--- src/rtl/tetris_pkg.sv ---
// Shared types for the tetris command sequencer: engine command encoding,
// sequencer FSM states and the bit layout of the pending-command vector.
package tetris_pkg;

    // Command codes understood by the tetris engine
    typedef enum logic [1:0] {
        CMD_RIGHT  = 2'b00,
        CMD_DOWN   = 2'b01,
        CMD_LEFT   = 2'b10,
        CMD_ROTATE = 2'b11
    } ctrl_cmd_e;

    // Sequencer states
    typedef enum logic [2:0] {
        IDLE,
        START,
        RUN,
        GAP,
        PAUSE
    } state_e;

    // Button vector layout (registered copy and rise detect share it)
    localparam int NUM_BTN = 6;
    localparam int B_START = 0;
    localparam int B_PAUSE = 1;
    localparam int B_ROT   = 2;
    localparam int B_LEFT  = 3;
    localparam int B_RIGHT = 4;
    localparam int B_DOWN  = 5;

    // Pending-command vector layout
    localparam int NUM_PEND = 5;
    localparam int P_ROT    = 0;
    localparam int P_LEFT   = 1;
    localparam int P_RIGHT  = 2;
    localparam int P_UDOWN  = 3;
    localparam int P_GRAV   = 4;

    // Gap counter width; CMD_GAP is limited to 16 bits
    localparam int GAP_W = 16;

    // States in which gameplay time advances (gravity runs, presses latch)
    function automatic logic in_play(state_e s);
        return (s == RUN) || (s == GAP);
    endfunction

endpackage

--- src/rtl/tetris_gravity_timer.sv ---
// Gravity timer: counts enabled cycles and raises tick for one cycle every
// max(1, GRAVITY_BASE >> level) enabled cycles. Holding en low freezes the
// count (pause); clr forces it back to zero.
module tetris_gravity_timer
#(
    parameter int GRAVITY_BASE = 25000000,
    parameter int LEVEL_W      = 3
) (
    input  logic               clk,
    input  logic               reset_n,
    input  logic               en,
    input  logic               clr,
    input  logic [LEVEL_W-1:0] level,
    output logic               tick
);

    localparam int CNT_W = (GRAVITY_BASE > 1) ? $clog2(GRAVITY_BASE + 1) : 1;
    localparam logic [CNT_W-1:0] BASE = CNT_W'(GRAVITY_BASE);

    logic [CNT_W-1:0] cnt;
    logic [CNT_W-1:0] period_raw;
    logic [CNT_W-1:0] period;
    logic [CNT_W-1:0] last;

    // Level-scaled period, never below one cycle
    always_comb begin
        period_raw = BASE >> level;
        period     = (period_raw == '0) ? {{(CNT_W-1){1'b0}}, 1'b1} : period_raw;
        last       = period - 1'b1;
    end

    // >= rather than == so a level change that shrinks the period below the
    // current count still produces a tick on the next enabled edge
    assign tick = en && (cnt >= last);

    // Period counter: wraps to zero on the tick edge, frozen while disabled
    always_ff @(posedge clk or negedge reset_n) begin
        if (!reset_n) begin
            cnt <= '0;
        end else if (clr) begin
            cnt <= '0;
        end else if (en) begin
            cnt <= tick ? '0 : cnt + 1'b1;
        end
    end

endmodule

--- src/rtl/tetris_ctrl.sv ---
// Command sequencer in front of the tetris engine. Converts button rises
// and gravity ticks into one-cycle ctrl_valid/ctrl strobes, spaces strobes
// at least CMD_GAP cycles apart so the engine's multi-cycle sequences
// always complete, and sequences start, restart after game over, and pause.
module tetris_ctrl
    import tetris_pkg::*;
#(
    parameter int CMD_GAP      = 256,
    parameter int GRAVITY_BASE = 25000000,
    parameter int LEVEL_W      = 3
) (
    input  logic               clk,
    input  logic               reset_n,
    input  logic               btn_start,
    input  logic               btn_pause,
    input  logic               btn_rotate,
    input  logic               btn_left,
    input  logic               btn_right,
    input  logic               btn_down,
    input  logic [LEVEL_W-1:0] level,
    input  logic               game_over,
    output logic               ctrl_valid,
    output logic [1:0]         ctrl,
    output logic               running,
    output logic               paused
);

    // Gap counter load: the issue edge itself plus the terminal-count edge
    // and the RUN edge account for the remaining cycles of CMD_GAP
    localparam logic [GAP_W-1:0] GAP_LOAD = GAP_W'(CMD_GAP - 2);

    state_e               state;
    logic [GAP_W-1:0]     gap_cnt;
    logic                 restart;

    logic [NUM_BTN-1:0]   btn;
    logic [NUM_BTN-1:0]   btn_q;
    logic [NUM_BTN-1:0]   rise;

    logic [NUM_PEND-1:0]  pend;
    logic [NUM_PEND-1:0]  pend_set;
    logic [NUM_PEND-1:0]  pend_clr;
    logic [NUM_PEND-1:0]  issue_mask;
    ctrl_cmd_e            issue_cmd;
    logic                 issue;

    logic                 play;
    logic                 grav_clr;
    logic                 grav_tick;

    assign btn = {btn_down, btn_right, btn_left, btn_rotate, btn_pause, btn_start};

    // Previous button sample for rise detection
    always_ff @(posedge clk or negedge reset_n) begin
        if (!reset_n) begin
            btn_q <= '0;
        end else begin
            btn_q <= btn;
        end
    end

    assign rise = btn & ~btn_q;

    assign play     = in_play(state);
    assign grav_clr = (state == IDLE) || (state == START);

    tetris_gravity_timer #(
        .GRAVITY_BASE (GRAVITY_BASE),
        .LEVEL_W      (LEVEL_W)
    ) u_grav (
        .clk     (clk),
        .reset_n (reset_n),
        .en      (play),
        .clr     (grav_clr),
        .level   (level),
        .tick    (grav_tick)
    );

    // Fixed-priority pick among pending commands; a down issue retires both
    // the gravity and the user-down request since they mean the same move
    always_comb begin
        issue_cmd  = CMD_RIGHT;
        issue_mask = '0;
        if (pend[P_GRAV]) begin
            issue_cmd           = CMD_DOWN;
            issue_mask[P_GRAV]  = 1'b1;
            issue_mask[P_UDOWN] = 1'b1;
        end else if (pend[P_ROT]) begin
            issue_cmd          = CMD_ROTATE;
            issue_mask[P_ROT]  = 1'b1;
        end else if (pend[P_LEFT]) begin
            issue_cmd          = CMD_LEFT;
            issue_mask[P_LEFT] = 1'b1;
        end else if (pend[P_RIGHT]) begin
            issue_cmd           = CMD_RIGHT;
            issue_mask[P_RIGHT] = 1'b1;
        end else if (pend[P_UDOWN]) begin
            issue_cmd           = CMD_DOWN;
            issue_mask[P_GRAV]  = 1'b1;
            issue_mask[P_UDOWN] = 1'b1;
        end
    end

    // Issue only from RUN; game over and a pause press both take precedence
    assign issue = (state == RUN) && !game_over && !rise[B_PAUSE] && (pend != '0);

    // Set and clear masks for the pending vector
    always_comb begin
        pend_set         = '0;
        pend_set[P_ROT]   = rise[B_ROT];
        pend_set[P_LEFT]  = rise[B_LEFT];
        pend_set[P_RIGHT] = rise[B_RIGHT];
        pend_set[P_UDOWN] = rise[B_DOWN];
        pend_set[P_GRAV]  = grav_tick;
        if (!play) begin
            pend_set = '0;
        end
        pend_clr = issue ? issue_mask : '0;
    end

    // Pending requests: one bit each, repeats collapse; a fresh rise on the
    // issue edge survives the clear so that press is not lost
    always_ff @(posedge clk or negedge reset_n) begin
        if (!reset_n) begin
            pend <= '0;
        end else if (grav_clr) begin
            pend <= '0;
        end else begin
            pend <= (pend & ~pend_clr) | pend_set;
        end
    end

    // Sequencer FSM with registered strobe and status outputs
    always_ff @(posedge clk or negedge reset_n) begin
        if (!reset_n) begin
            state      <= IDLE;
            gap_cnt    <= '0;
            restart    <= 1'b0;
            ctrl_valid <= 1'b0;
            ctrl       <= CMD_RIGHT;
            running    <= 1'b0;
            paused     <= 1'b0;
        end else begin
            ctrl_valid <= 1'b0;
            case (state)
                IDLE: begin
                    running <= 1'b0;
                    paused  <= 1'b0;
                    if (rise[B_START]) begin
                        state <= START;
                    end
                end
                START: begin
                    // A down command takes the engine out of INIT or END
                    ctrl_valid <= 1'b1;
                    ctrl       <= CMD_DOWN;
                    gap_cnt    <= GAP_LOAD;
                    state      <= GAP;
                    running    <= 1'b1;
                end
                RUN: begin
                    if (game_over) begin
                        state   <= IDLE;
                        restart <= 1'b1;
                        running <= 1'b0;
                        paused  <= 1'b0;
                    end else if (rise[B_PAUSE]) begin
                        state  <= PAUSE;
                        paused <= 1'b1;
                    end else if (issue) begin
                        ctrl_valid <= 1'b1;
                        ctrl       <= issue_cmd;
                        gap_cnt    <= GAP_LOAD;
                        state      <= GAP;
                    end
                end
                GAP: begin
                    if (game_over) begin
                        state   <= IDLE;
                        restart <= 1'b1;
                        running <= 1'b0;
                        paused  <= 1'b0;
                    end else if (gap_cnt == '0) begin
                        // After a game over the engine needs a second down
                        // (END->INIT, then INIT->NEXT) before play resumes
                        if (restart) begin
                            restart <= 1'b0;
                            state   <= START;
                            running <= 1'b0;
                        end else begin
                            state <= RUN;
                        end
                    end else begin
                        gap_cnt <= gap_cnt - 1'b1;
                    end
                end
                PAUSE: begin
                    if (game_over) begin
                        state   <= IDLE;
                        restart <= 1'b1;
                        running <= 1'b0;
                        paused  <= 1'b0;
                    end else if (rise[B_PAUSE]) begin
                        state  <= RUN;
                        paused <= 1'b0;
                    end
                end
                default: begin
                    state   <= IDLE;
                    running <= 1'b0;
                    paused  <= 1'b0;
                end
            endcase
        end
    end

endmodule

--- config.mk ---
export PLATFORM = sky130hd
export DESIGN_NAME = tetris_ctrl
export DESIGN_NICKNAME = d
export VERILOG_FILES = /design/src/rtl/tetris_pkg.sv /design/src/rtl/tetris_gravity_timer.sv /design/src/rtl/tetris_ctrl.sv
export SDC_FILE = /design/constraint.sdc
export NUM_CORES = 1
export LEC_CHECK = 0
export ABC_AREA = 1
export BUFFER_PORTS_ARGS = -buffer_cell sky130_fd_sc_hd__buf_2
export CAP_MARGIN = 10
export CORE_MARGIN = 5
export CORE_UTILIZATION = 25
export DETAILED_ROUTE_END_ITERATION = 6
export PLACE_DENSITY_LB_ADDON = 0.25
export REMOVE_ABC_BUFFERS = 1
export SYNTH_ARGS = -nofsm -noshare
export SYNTH_HDL_FRONTEND = slang
export SYNTH_HIERARCHICAL = 1
export SYNTH_SLANG_ARGS = --single-unit
--- constraint.sdc ---
create_clock -name clk -period 3.45 [get_ports clk]
set_clock_uncertainty 0.1 [all_clocks]
set_input_delay 0.1725 -clock clk [delete_from_list [all_inputs] [get_ports clk]]
set_output_delay 0.1725 -clock clk [all_outputs]
set_load 0.005 [all_outputs]
# [After elaboration in Yosys (flattened, before gate mapping)]
# Cells that the tools add are included.
# Widths: inputs -> output; s select.
[totals] latch_bits=0 memories=0 in_bits=12 elab_cells=120 output_inout_bits=5 mem_bits_ro=0 register_bits=61 mem_bits_rw=0
[op_classes] multipliers=0 eq_ne=17 reduce_logical=23 n_div=0 bitwise_logic=6 n_mux=59 n_shift=1 addsub=3 order_cmp=1
[ops] cell="$mux 25" n=4
[ops] cell="$mux 16" n=5
[ops] cell="$pmux 16 s3" n=1
[ops] cell="$mux 3" n=10
[ops] cell="$add 25x1->25 const B" n=1
[ops] cell="$ge 25x25->1" n=1
[ops] cell="$logic_not 25->1" n=1
[ops] cell="$shr 25x3->25 const A" n=1
[ops] cell="$sub 25x1->25 const B" n=1
[ops] cell="$mux 2" n=11
[ops] cell="$mux 1" n=18
[ops] cell="$logic_not 16->1" n=1
[ops] cell="$sub 16x1->16 const B" n=1
[ops] cell="$mux 5" n=3
[ops] cell="$pmux 3 s5" n=1
[ops] cell="$ne 2x2->1 const B" n=7
[ops] cell="$reduce_and 4->1" n=3
[ops] cell="$ne 3x3->1 const B" n=3
[ops] cell="$and 6x6->6" n=1
[ops] cell="$eq 3x2->1 const B" n=2
[ops] cell="$not 6->6" n=1
[ops] cell="$reduce_and 3->1" n=2
[ops] cell="$reduce_and 6->1" n=1
[ops] cell="$reduce_bool 2->1" n=3
[ops] cell="21 further kinds" n=27

# [Longest topological paths before layout]
[logic_depth] word_depth=10 ltp_mapped=21 depth_no_buf=19

# [Hierarchy]
# Netlist, hierarchy kept.
[modules_own_cells] mod="tetris_gravity_timer" seq_area_each_um2=625.6 cells_each=421 n_inst=1 area_per_inst_um2=2561.2
[modules_own_cells] mod="tetris_ctrl" seq_area_each_um2=900.9 cells_each=316 n_inst=1 area_per_inst_um2=2192.1

# [Worst setup path before layout]
# No wires, ideal clock.
[synth_timing] path_type="input-to-reg" startpoint="input port level[2]" endpoint="register pend[4]" setup_slack_ns=1.177 n_path_buf=2 arrival_ns=2.048 cell_stages=21 setup_time_ns=0.125 t_required_ns=3.225 path_cell_list="clkbuf_2 nand2_1 inv_1 nand2_1 ha_1 inv_1 xor2_1 ha_1 nand2_1 nand2_1 nand2_1 nand2_1 nand2_1 nand3_1 nand2_1 nand3_1 nand2_2 buf_4 inv_1 nand2_1 o31ai_1"
[synth_between] elab_chain_len=9
[synth_lines] item="start: declaration" line_no="tetris_ctrl.sv:20" text="input logic [LEVEL_W-1:0] level,"
[synth_lines] item="$shr 25x3->25 *" line_no="tetris_gravity_timer.sv:27" text="period_raw = BASE >> level;"
[synth_lines] item="$logic_not 25->1" line_no="tetris_gravity_timer.sv:28" text="period = (period_raw == '0) ? {{(CNT_W-1){1'b0}}, 1'b1} : period_raw;"
[synth_lines] item="$mux 25 *" line_no="tetris_gravity_timer.sv:28"
[synth_lines] item="$sub 25x1->25 *" line_no="tetris_gravity_timer.sv:29" text="last = period - 1'b1;"
[synth_lines] item="$ge 25x25->1 *" line_no="tetris_gravity_timer.sv:34" text="assign tick = en && (cnt >= last);"
[synth_lines] item="$logic_and 1x1->1 *" line_no="tetris_gravity_timer.sv:34"
[synth_lines] item="via grav_tick" line_no="tetris_ctrl.sv:49" text="logic grav_tick;"
[synth_lines] item="$mux 5 *" line_no="tetris_ctrl.sv:115" text="if (!play) begin"
[synth_lines] item="$or 5x5->5 *" line_no="tetris_ctrl.sv:129" text="pend <= (pend & ~pend_clr) | pend_set;"
[synth_lines] item="$mux 5 *" line_no="tetris_ctrl.sv:126" text="end else if (grav_clr) begin"
[synth_lines] item="end signal: assignment" line_no="tetris_ctrl.sv:129"
[synth_lines] item="end: declaration" line_no="tetris_ctrl.sv:40" text="logic [NUM_PEND-1:0] pend;"
# Mark *: on every way through the listed nets, which the timed path passes. The rest lies on a longest branch.
# A chain may end at the register's enable or synchronous reset.

# [Final worst setup path]
# Ends and elaborated chain as after synthesis.

==> results by group <==
Outcome
  – Outcome: complete, no violations

Logic synthesis
  – Ys flop type: dfrtp_1
  – Xor/xnor share of the synthesized area: 0.737%
  – Syn avg cell area: 6.45 um2
  – Simple logic cell fraction of the synthesized area: 44.8%
  – Fraction of registers with async set/reset: 100%
  – #FFs+latches synth: 61
  – Largest family of logic cells by synthesized area: simple AND/OR/NAND/NOR gates
  – Compound-Gate Fraction of Synth Area: 6.61%
  – Post-synth top cells: nand2_1 (274), nor2_1 (112), inv_1 (78)
  – Post-synthesis sequential area ratio: 32.1%
  – Top cells by area, synth: dfrtp_1 (32%), nand2_1 (22%), nor2_1 (8.8%)
  – Adder-cell share of the synthesized area: 7.63%
  – Post-synthesis cell count: 737
  – Most frequent cell after synthesis: nand2_1
  – Synth area leader: dfrtp_1
  – Distinct cells, synth: 39
  – Ys Warns: 6
  – Area share of the largest cell type after synthesis: 32.1%
  – Number of synthesized flops with an enable pin: 0
  – Cell Area, Synth: 4750 um2
  – Post-synthesis mux area share: 0%

Floorplanning
  – Die area: 21900 um2
  – Area of the core: 18700 um2
  – Top Ports: 17
  – Initial Utilization: 25.4%
  – FP Rows: 50
  – Die H: 148 um
  – Die W: 148 um

Layout
  – Fill count: 2017
  – Diodes inserted: 0
  – Footprint of the multi-input gates: 2840 um2
  – Nets: 807
  – Register Area: 1530 um2
  – Synth-to-layout area growth: 15.4%
  – Post-route design area: 5490 um2
  – Layout cell share with drive strength beyond 1: 11.2%
  – End-of-flow core utilization: 29.3%

STA
  – Setup_tns: 0 ns
  – RSZ-0062 raised after global routing: false
  – Count of final setup violators: 0
  – Min Tclk post-route: 2.39 ns
  – Peak Freq: 418 MHz
  – Slew @ Worst Pin: 0.718 ns
  – Hold slack final: 0.100 ns
  – Hold Violations, Final: 0
  – Count of pins over their slew limit: 0
  – Slew HR: 52.1%
  – Period Utilization, post-route: 69.4%

Clock network
  – Setup Buffers After CTS: 0
  – CTS root buf: clkbuf_16
  – CTS buffer count: 9
  – Clk sinks: 61
  – H-tree levels: 3
  – Clock latency on the worst-skew pair: 0.33 ns
  – Clock transition at path regs: 0.05 ns
  – Clock Path Buffers: 2
  – CTS tree: done

Run
  – Maxcap violations: 0

Global route
  – Pin count of the biggest net entering global routing: 31
  – Antenna violations before repair: 0
  – Vias in the first global route: 4230
  – First-pass GRT wire length: 20700 um
  – Grt total ovfl: 0
  – Total GRT Usage: 11.5%

Critical path
  – Crit-path max FO: 26
  – Kind of critical path: in -> reg
  – Critical path endpoint category: flop
  – Setup crit start kind: primary input
  – Crit path arrival time: 2.50 ns
  – Worst Path Required: 3.56 ns

Place
  – RePlAce Congestion: 0.820
  – Placement Cell Area: 5090 um2
  – Final HPWL DP: 9150 um
  – Port Buffer Count: 16

Drt
  – Via density: 4.36
  – Initial DRC Count: 178
  – Wire length per cell: 11.9 um
  – Drt pass-1 iters: 5
  – Detailed Route WL: 11900 um
  – DR DRC count: 0
  – Vias: 4378
  – Antenna Nets Post-Route: 0

Worst hold path
  – Worst min-delay path class: in -> reg

Power and ir drop
  – P per Cell Area: 552 nW/um2
  – Final Power: 3.03 mW
  – Worst vdd ir: 359 uV
  – Leak Pwr: 2.77 nW
[timing repair]
action / in CTS / in global routing
hold buffers: 7 / 0
gates resized for setup: 0 / 0
hold endpoints to repair: 38 / 0
[cell type report]
type | count | share of cell area, %
clock buffer | 12 | 4.68
sequential | 61 | 27.8
clock inverter | 4 | 1.28
timing repair buffer | 27 | 3.28
tap | 234 | 5.34
inverter | 85 | 5.82
multi-input combinational | 582 | 51.8
[logic make-up (layout without fill, tap and decap cells)]
family / after synthesis / after routing
DFF: 61 / 61
xor gates and xnor gates: 4 / 4
and+or+nand+nor: 492 / 492
AOI/OAI and AO/OA: 57 / 57
adders and majority gates: 29 / 29
buffers and inverters: 94 / 128
[final timing paths]
kind	depth (start not counted)	start	end	slack, ns
max in group asynchronous	3	reset_n	btn_q[3]	2.20
worst max-delay path	20	level[2]	pend[4]	1.06
worst min register to register	2	running	running	0.38
worst max register to register	10	u_grav/cnt[16]	pend[4]	1.18
worst min-delay path	3	game_over	restart	0.10
min in group asynchronous	2	reset_n	gap_cnt[10]	0.35
[registers in the layout, indices dropped and copies added (netlist names)]
| name | flops |
|---|---|
| restart | 1 |
| ctrl | 2 |
| state | 3 |
| gap_cnt | 16 |
| u_grav/cnt | 25 |
| pend | 5 |
| paused | 1 |
| ctrl_valid | 1 |
| running | 1 |
| btn_q | 6 |
[layer usage]
layer	vias to the layer above	track usage [%]	part of all wire [%]
met5	-	0	0
met4	0	3.74	1.0
met3	7	2.02	2.7
met2	51	17.8	44
met1	1932	16.3	52
li1	2388	-	-
[where the power goes]
group	internal, mW	total, mW	leakage, nW	switching [mW]
combinational	0.342	1.08	1.81	0.742
sequential	0.830	0.953	0.799	0.123
clock	0.669	0.989	0.163	0.320
total	1.84	3.03	2.77	1.19
[worst max-delay path: stages]
cell and delay [ns]:
buf_2 0.14, nand2_1 0.10, inv_1 0.11, nand2_1 0.12, ha_1 0.20, inv_1 0.08, xor2_1 0.17, ha_1 0.28
nand2_1 0.07, nand2_1 0.05, nand2_1 0.05, nand2_1 0.04, nand2_1 0.05, nand3_1 0.09, nand2_1 0.07, nand3_1 0.09
nand2_2 0.41, inv_1 0.08, nand2_1 0.08, o31ai_1 0.06
[per-stage QoR]
stage,std cells,setup WS [ns]
CTS,1005,1.04
global placement,982,0.735
finish,1005,1.06
floorplan,728,1.30
global route,1005,0.777
detailed placement,982,0.682
[layout by cell type (no fill, tap or decap), types with 2 or more instances in the layout]
master,count
ha_1,29
nand3_1,40
xor2_1,2
nand3b_1,2
dlygate4sd3_1,7
buf_2,16
inv_1,78
nand4_1,13
nor3_1,6
or2_2,2
clkbuf_8,2
buf_4,4
o21ai_0,19
a21oi_1,27
nand2_2,18
nor2_2,8
nor2_1,112
xnor2_1,2
dfrtp_1,61
clkbuf_16,9
nor2_4,5
inv_2,7
nand2_1,274
nor3_2,5
nand2_4,3
a21o_1,3
clkinv_2,2
bufinv_16,2
Note: power is estimated with default switching activity, not from simulation.
